$ cat config.mk
export PLATFORM = sky130hd
export DESIGN_NAME = piso_spi_tx
export DESIGN_NICKNAME = d
export VERILOG_FILES = /design/src/rtl/ascon_spi_pkg.sv /design/src/rtl/piso_spi_tx.sv
export SDC_FILE = /design/constraint.sdc
export NUM_CORES = 1
export LEC_CHECK = 0
export CORE_MARGIN = 2
export CORE_UTILIZATION = 60
export DETAILED_ROUTE_END_ITERATION = 7
export MAX_ROUTING_LAYER = met4
export PLACE_DENSITY = 0.9
export SLEW_MARGIN = 5
export SYNTH_ARGS = -nofsm -noshare
export SYNTH_HDL_FRONTEND = slang
export SYNTH_SLANG_ARGS = --single-unit
$ cat constraint.sdc
create_clock -name clk -period 3.4 [get_ports clk]
set_input_delay 0.51 -clock clk [delete_from_list [all_inputs] [get_ports clk]]
set_output_delay 0.51 -clock clk [all_outputs]
set_load 0.03 [all_outputs]
$ cat src/rtl/ascon_spi_pkg.sv
// Constants and types shared by the tx (piso) and rx (sipo) ends of the serial link.
package ascon_spi_pkg;

    localparam int SPI_WORD_W = 32;

    typedef enum logic {
        IDLE  = 1'b0,
        SHIFT = 1'b1
    } tx_state_t;

endpackage

$ cat src/rtl/piso_spi_tx.sv
// Parallel-in/serial-out transmitter: MSB-first on sdo, cs framing each word, with a
// one-word holding buffer so back-to-back words stream without a cs gap.
module piso_spi_tx
    import ascon_spi_pkg::*;
#(
    parameter int WIDTH = SPI_WORD_W
) (
    input  logic             clk,
    input  logic             rst_n,
    input  logic [WIDTH-1:0] pdi,
    input  logic             pdi_valid,
    output logic             pdi_ready,
    output logic             sdo,
    output logic             cs,
    output logic             word_done
);

    localparam int            CW   = $clog2(WIDTH);
    localparam logic [CW-1:0] LAST = CW'(WIDTH - 1);

    tx_state_t        state_q, state_d;
    logic [WIDTH-1:0] shreg_q, shreg_d;
    logic [WIDTH-1:0] buf_q, buf_d;
    logic             buf_valid_q, buf_valid_d;
    logic [CW-1:0]    bit_cnt_q, bit_cnt_d;
    logic             cs_q, cs_d;
    logic             done_q, done_d;
    logic             xfer;
    logic             last_bit;

    assign pdi_ready = !buf_valid_q;
    assign xfer      = pdi_valid && pdi_ready;
    assign last_bit  = (bit_cnt_q == LAST);

    assign sdo       = shreg_q[WIDTH-1];
    assign cs        = cs_q;
    assign word_done = done_q;

    always_comb begin
        state_d     = state_q;
        shreg_d     = shreg_q;
        buf_d       = buf_q;
        buf_valid_d = buf_valid_q;
        bit_cnt_d   = bit_cnt_q;
        cs_d        = cs_q;
        done_d      = 1'b0;

        case (state_q)
            IDLE: begin
                // First word goes straight to the shifter, bypassing the buffer.
                if (xfer) begin
                    shreg_d   = pdi;
                    bit_cnt_d = '0;
                    cs_d      = 1'b1;
                    state_d   = SHIFT;
                end
            end

            SHIFT: begin
                if (last_bit) begin
                    done_d    = 1'b1;
                    bit_cnt_d = '0;
                    if (buf_valid_q) begin
                        shreg_d     = buf_q;
                        buf_valid_d = 1'b0;
                    end else if (xfer) begin
                        // Word arriving on the last-bit edge reloads directly: no cs gap.
                        shreg_d = pdi;
                    end else begin
                        shreg_d = '0;
                        cs_d    = 1'b0;
                        state_d = IDLE;
                    end
                end else begin
                    shreg_d   = shreg_q << 1;
                    bit_cnt_d = bit_cnt_q + 1'b1;
                    if (xfer) begin
                        buf_d       = pdi;
                        buf_valid_d = 1'b1;
                    end
                end
            end

            default: begin
                state_d = IDLE;
                cs_d    = 1'b0;
            end
        endcase
    end

    always_ff @(posedge clk) begin
        if (!rst_n) begin
            state_q     <= IDLE;
            shreg_q     <= '0;
            buf_q       <= '0;
            buf_valid_q <= 1'b0;
            bit_cnt_q   <= '0;
            cs_q        <= 1'b0;
            done_q      <= 1'b0;
        end else begin
            state_q     <= state_d;
            shreg_q     <= shreg_d;
            buf_q       <= buf_d;
            buf_valid_q <= buf_valid_d;
            bit_cnt_q   <= bit_cnt_d;
            cs_q        <= cs_d;
            done_q      <= done_d;
        end
    end

endmodule

== Yosys cells after proc, flatten, opt, wreduce, memory -nomap -nowiden ==
Index checks and enable logic that the tools add are counted.
W data, S select, Z words.
Operators by class
  add/sub/neg operators: 1
  eq/ne operators: 5
  multiplexer cells: 19
  bitwise logic cells: 2
  reduce and logical (&&, ||, !) cells: 7
Operator list (number)
  $mux W32: 4
  $pmux W32 S2: 1
  $mux W5: 2
  $pmux W5 S2: 1
  $mux W1: 9
  $ne A2 B2 Y1 const B: 3
  $add A5 B1 Y5 const B: 1
  $eq A5 B5 Y1 const B: 1
  $pmux W1 S2: 2
  $reduce_and A2 Y1: 2
  $reduce_and A4 Y1: 1
  $reduce_and A3 Y1: 1
  $ne A2 B1 Y1 const B: 1
  $not A1 Y1: 2
  $reduce_bool A2 Y1: 1
  $logic_and A1 B1 Y1: 1
  $logic_not A1 Y1: 1
Word-level totals
  bits in registers: 73
  output and inout bits: 4

== Longest topological paths before layout ==
Gate-level depths: netlist of run 1.
  depth in word-level cells: 6
  gate-level depth with buffers: 9
  depth with buffers taken out: 6

== Least setup slack after synthesis of run 1 ==
OpenSTA, ideal clock, no wires.
  kind: reg2reg
  start: register bit_cnt_q[0]
  end: register shreg_q[19]
  library setup time: 0.122 ns
  arrival time: 1.932 ns
  setup slack: 1.346 ns
  stages on the path, launching flop included: 10
  period minus slack after synthesis: 2.054 ns
  cells stage by stage: dfxtp_1 -> ha_1 -> and3_1 -> ha_1 -> clkbuf_1 -> nand2b_1 -> and3_4 -> buf_6 -> buf_6 -> a221o_1
On the way
  longest elaborated chain between the ends: 3
RTL lines
  start: declaration: RTL line piso_spi_tx.sv:25  | logic [CW-1:0] bit_cnt_q, bit_cnt_d;
  start signal: assignment: RTL line piso_spi_tx.sv:105  | bit_cnt_q <= bit_cnt_d;
  $eq A5 B5 Y1: RTL line piso_spi_tx.sv:33  | assign last_bit = (bit_cnt_q == LAST);
  $mux W32: RTL line piso_spi_tx.sv:60  | if (last_bit) begin
  $pmux W32 S2: RTL line piso_spi_tx.sv:48  | case (state_q)
  end signal: assignment: RTL line piso_spi_tx.sv:102  | shreg_q <= shreg_d;
  end: declaration: RTL line piso_spi_tx.sv:22  | logic [WIDTH-1:0] shreg_q, shreg_d;
No other way between the ends.
A chain may end at the register's enable or synchronous reset.

== Worst setup path after layout of run 1 ==
  start: register bit_cnt_q[0]
  end: register shreg_q[22]
Same word-level chain as after synthesis.

==> results of run 1 <==
## sequential cells by signal, summed over array words and instances (netlist names)
| name | flops |
|---|---|
| cs | 1 |
| buf_valid_q | 1 |
| word_done | 1 |
| buf_q | 32 |
| state_q | 1 |
| shreg_q | 32 |
| bit_cnt_q | 5 |
## metrics by stage
stage	utilization	instance area, um^2
floorplan	-	3360
global placement	0.681	3700
detailed placement	0.681	3700
CTS	0.719	3910
global route	0.719	3910
finish	0.719	3910
## critical path, cell delays in order (launching register included)
cell	delay [ps]
dfxtp_1	340
ha_1	230
and3_1	210
ha_1	200
buf_4	240
nand2b_1	230
and3_4	310
a221o_1	400
## kinds of logic after synthesis
family	share of synthesized area
flip-flops	0.435
adder cells (fa/ha/maj)	0.0112
buffers and inverters	0.0790
AND/OR/NAND/NOR	0.229
AO/OA/AOI/OAI	0.245
## cell type report
type / instances / area share
repair buffers: 45 / 0.114
well taps: 72 / 0.0230
inverters: 20 / 0.0192
clock buffers: 12 / 0.0397
clock inverters: 4 / 0.0131
flip-flops and latches: 73 / 0.374
multi-input cells: 265 / 0.417
## power groups by stage
| stage | clock (uW) | sequential, uW | combinational, uW |
|---|---|---|---|
| floorplan | 0 | 942 | 154 |
| global placement | 0 | 945 | 225 |
| detailed placement | 0 | 947 | 232 |
| CTS | 703 | 928 | 234 |
| global route | 742 | 933 | 257 |
| finish | 696 | 928 | 236 |
## layout by cell type, fill, tap and decap left out, drive strengths merged
master / n
nand2: 81
dfxtp: 73
clkdlybuf4s50: 38
a21oi: 36
and2: 33
o32ai: 31
a221o: 31
inv: 20
nand2b: 20
clkbuf: 12
buf: 7
nand3: 5
nor2: 5
a31oi: 4
ha: 3
and3: 3
nand4: 2
o21a: 2
clkinv: 2
and4bb: 1
nand4bb: 1
nor2b: 1
and4: 1
or3: 1
or2: 1
o31ai: 1
o21ai: 1
a2bb2oi: 1
clkinvlp: 1
bufinv: 1
## metal layers
metal | track usage | part of all wire | vias to the layer above
li1 | - | - | 1438
met1 | 0.342 | 0.44 | 1371
met2 | 0.409 | 0.48 | 92
met3 | 0.0591 | 0.060 | 16
met4 | 0.109 | 0.023 | 0
met5 | - | 0 | -
## final timing paths
path | start | cells after the start | slack, ps | to
max | bit_cnt_q[0] | 7 | 1100 | shreg_q[22]
min | buf_q[22] | 2 | 450 | buf_q[22]
max reg2reg | bit_cnt_q[0] | 7 | 1100 | shreg_q[22]
min reg2reg | buf_q[22] | 2 | 450 | buf_q[22]
==> results.sh, run 1 <==
export IMPL_status="finished clean"
export IMPL_required_ps=3620
export IMPL_hold_violations=0
export IMPL_powerDensity_nw_per_um2=476
export IMPL_yosysTopAreaCellShare=0.435
export IMPL_port_buffers=38
export IMPL_ys_top_cells_by_area="dfxtp_1, a221o_1, nand2_1, o32ai_1, and2_1"
export IMPL_critPathMaxFanout=34
export IMPL_coreArea_um2=5440
export IMPL_synth_most_common_cell="nand2_1"
export IMPL_gp_congestion=0.822
export IMPL_rsz0062_at_grt="no"
export IMPL_ys_types=28
export IMPL_clock_sinks=73
export IMPL_layout_cells_non_filler=491
export IMPL_p_int_uw=1390
export IMPL_timing_fmax_mhz=435
export IMPL_drv_slew=0
export IMPL_synthCells=397
export IMPL_final_layout_size_suffix_gt1_frac=0.0621
export IMPL_drt_iter0_drc=260
export IMPL_grt_pass1_wl_mm=12.5
export IMPL_period_share=0.676
export IMPL_p_comb_frac=0.127
export IMPL_ff_latch_area_um2=1460
export IMPL_avgSynthCellArea_um2=8.46
export IMPL_antenna_found_initial=0
export IMPL_synth_largest_area_cell="dfxtp_1"
export IMPL_worstSetupStartpointType="flop"
export IMPL_wl_mm=7.62
export IMPL_n_fill_cell=410
export IMPL_seq_area_frac_synth=0.435
export IMPL_hold_path_class="flop to flop"
export IMPL_pre_cts_slack_ps=887
export IMPL_htree_levels=3
export IMPL_endpoint_kind="flop"
export IMPL_initial_core_util=0.617
export IMPL_num_vias=2917
export IMPL_synth_area_um2=3360
export IMPL_die_y_um=78.8
export IMPL_cts_setup_buffers=0
export IMPL_die_w_um=78.8
export IMPL_power_uw=1860
export IMPL_layout_setup_ws_ps=1100
export IMPL_io_pins=39
export IMPL_setup_tns_ps=0
export IMPL_synthFlopType="dfxtp_1"
export IMPL_dpl_hpwl_mm=4.65
export IMPL_setup_violations=0
export IMPL_relSlewSlack=0.153
export IMPL_ant_nets=0
export IMPL_drc=0
export IMPL_cts_hold_buffers=0
export IMPL_grt_max_degree=40
export IMPL_cap_violations=0
export IMPL_root_buffer="clkbuf_8"
export IMPL_async_flop_share=0
export IMPL_cts_resized=0
export IMPL_grt_ovfl_total=0
export IMPL_switchingPower_uw=468
export IMPL_synth_edf_count=0
export IMPL_seq_power_share=0.499
export IMPL_worstPathArrival_ps=2520
export IMPL_grt_total_usage=0.266
export IMPL_post_route_min_period_ps=2300
export IMPL_leakagePower_uw=0.00139
export IMPL_route_detailed_wl_per_inst_um=15.5
export IMPL_die_area_um2=6210
export IMPL_clockBufferDepth=2
export IMPL_cts_tree="done"
export IMPL_crit_type="flop to flop"
export IMPL_swShare=0.252
export IMPL_ir_worst_vdd_mv=0.304
export IMPL_clkTransAtPathRegs_ps=80
export IMPL_drtPass1Iterations=4
export IMPL_numCtsBuffers=9
export IMPL_place_inst=475
export IMPL_clock_latency_ps=350
export IMPL_row_count=27
export IMPL_layout_nets=452
export IMPL_pwr_share_clk=0.374
export IMPL_ys_seq_elements=73
export IMPL_grt_pass1_vias=2625
export IMPL_yosys_top_cells_count="nand2_1, dfxtp_1, a21oi_1"
export IMPL_synth_nets=435
export IMPL_routed_via_density=5.94
export IMPL_n_antenna_cell=0
export IMPL_syn2layout_area_growth_pct=16.4
export IMPL_synth_warnings=0
export IMPL_fin_worst_skew_ps=11.9
export IMPL_multiInputGateArea_um2=1630
export IMPL_hold_ws_ps=453
export IMPL_tightest_slew_ps=1270
Power figures use the tool's default switching activity.
==> run 2, diff against run 1 <==
Settings changed: CORE_UTILIZATION 60 to 50, PLACE_DENSITY 0.9 to 0.8.
Clock period 3.4 ns to 1.95 ns, I/O delays scaled along.
==> run 2 against run 1 <==
Clock power rose by 74%. Die area rose by 19%. Combinational power rose by 86%. Design area rose by 3.7%. Cell count rose by 4.1%. Register-to-register slack got worse by 1000 ps. First-iteration DRC count fell by 32%. Setup slack got worse by 1000 ps. Global-route usage fell by 4.5 points. Core utilization fell by 8.7 points. Critical path type unchanged. Largest power group unchanged.
==> results.sh, run 2 (synthesized netlist as in run 1, its figures left out) <==
export IMPL_gp_congestion=0.793
export IMPL_n_fill_cell=546
export IMPL_row_count=29
export IMPL_cts_resized=0
export IMPL_rsz0062_at_grt="no"
export IMPL_grt_pass1_vias=2726
export IMPL_critPathMaxFanout=31
export IMPL_path_buf_inv=0
export IMPL_fin_worst_skew_ps=9.96
export IMPL_period_share=0.958
export IMPL_status="finished clean"
export IMPL_timing_fmax_mhz=535
export IMPL_route_detailed_wl_per_inst_um=15.2
export IMPL_antenna_found_initial=0
export IMPL_port_buffers=38
export IMPL_drv_slew=0
export IMPL_die_area_um2=7390
export IMPL_io_pins=39
export IMPL_drc=0
export IMPL_final_layout_size_suffix_gt1_frac=0.106
export IMPL_grt_pass1_wl_mm=12.6
export IMPL_layout_setup_ws_ps=81.5
export IMPL_dpl_hpwl_mm=5.26
export IMPL_worstPathArrival_ps=2100
export IMPL_grt_max_degree=32
export IMPL_num_vias=2940
export IMPL_numCtsBuffers=9
export IMPL_ant_nets=0
export IMPL_syn2layout_area_growth_pct=20.8
export IMPL_grt_ovfl_total=0
export IMPL_powerDensity_nw_per_um2=805
export IMPL_wl_mm=7.76
export IMPL_final_cell_area_um2=4060
export IMPL_final_cell_mix="nand2_1, dfxtp_1, clkdlybuf4s50_1, a21oi_1, and2_1"
export IMPL_clock_sinks=73
export IMPL_htree_levels=3
export IMPL_largest_registers="buf_q (32), shreg_q (32), bit_cnt_q (5)"
export IMPL_cts_setup_buffers=0
export IMPL_die_y_um=85.9
export IMPL_leakagePower_uw=0.00146
export IMPL_n_antenna_cell=0
export IMPL_endpoint_kind="flop"
export IMPL_required_ps=2180
export IMPL_coreArea_um2=6420
export IMPL_clkTransAtPathRegs_ps=80
export IMPL_hold_violations=0
export IMPL_die_w_um=85.9
export IMPL_tightest_slew_ps=558
export IMPL_cts_tree="done"
export IMPL_routed_via_density=5.75
export IMPL_root_buffer="clkbuf_8"
export IMPL_ir_worst_vdd_mv=0.458
export IMPL_cp_slowest_cell="a221o_1"
export IMPL_worstSetupStartpointType="flop"
export IMPL_post_route_min_period_ps=1870
export IMPL_clockBufferDepth=2
export IMPL_hold_path_class="flop to flop"
export IMPL_setup_violations=0
export IMPL_setup_tns_ps=0
export IMPL_relSlewSlack=0.627
export IMPL_cap_violations=0
export IMPL_worstPathCellList="ha_2 > and3_4 > ha_2 > nand2b_4 > and3_4 > a221o_1"
export IMPL_final_common_cell="nand2_1"
export IMPL_grt_total_usage=0.221
export IMPL_crit_type="flop to flop"
export IMPL_clock_latency_ps=350
export IMPL_pre_cts_slack_ps=95.6
export IMPL_drtPass1Iterations=4
export IMPL_layout_nets=467
export IMPL_drt_iter0_drc=178
export IMPL_dpl_cell_area_um2=3850
export IMPL_cpPeakStageDelay_ps=390
export IMPL_initial_core_util=0.523
export IMPL_critPathTopFamily="simple AND/OR/NAND/NOR gates"
export IMPL_cts_hold_buffers=0
-- run 2: path summary, 6_finish.rpt --
kind                      from          end  slack [ps]  depth (start not counted)
hold reg to reg      buf_q[27]    buf_q[27]         450                          2
hold / removal       buf_q[27]    buf_q[27]         450                          2
setup / recovery  bit_cnt_q[1]  shreg_q[27]          80                          6
setup reg to reg  bit_cnt_q[1]  shreg_q[27]          80                          6
-- run 2: cell type report --
cell class,count,area (um^2),area share
multi-input combinational,265,1650,0.406
sequential,73,1460,0.360
timing repair buffer,60,571,0.141
tap,77,96.3,0.0238
clock buffer,10,138,0.0339
clock inverter,6,66.3,0.0164
inverter,20,75.1,0.0185
-- run 2: routing by layer --
metal,vias up,GRT usage,wire length (um)
li1,1466,-,-
met1,1384,0.269,3480
met2,74,0.351,3680
met3,16,0.0452,421
met4,0,0.105,178
met5,-,-,0
-- run 2: power by group --
group	internal, uW	switching (uW)	total [uW]
Clock	630	577	1210
Sequential	1570	46.0	1620
Combinational	216	222	438
Total	2420	844	3260
-- run 2: through the flow --
step | util | hold WS (ps) | std cells | total power, uW
floorplan | - | 428 | 397 | 1910
CTS | 0.631 | 452 | 511 | 3270
global route | 0.631 | 471 | 511 | 3400
global placement | 0.600 | 437 | 495 | 2070
finish | 0.631 | 451 | 511 | 3260
detailed placement | 0.600 | 442 | 495 | 2090
-- run 2: worst register-to-register path, delay by kind of cell (launching register included) --
| family | cells | cell delay, ps |
|---|---|---|
| simple gates | 3 | 640 |
| fa+ha+maj | 2 | 380 |
| compound gates | 1 | 390 |
| flops | 1 | 340 |
==> run 3, diff against run 2 <==
Settings changed: SLEW_MARGIN 5 to 20.
==> results of run 3 <==
Same layout as run 2: the final DEF is identical, and so are final timing and power.
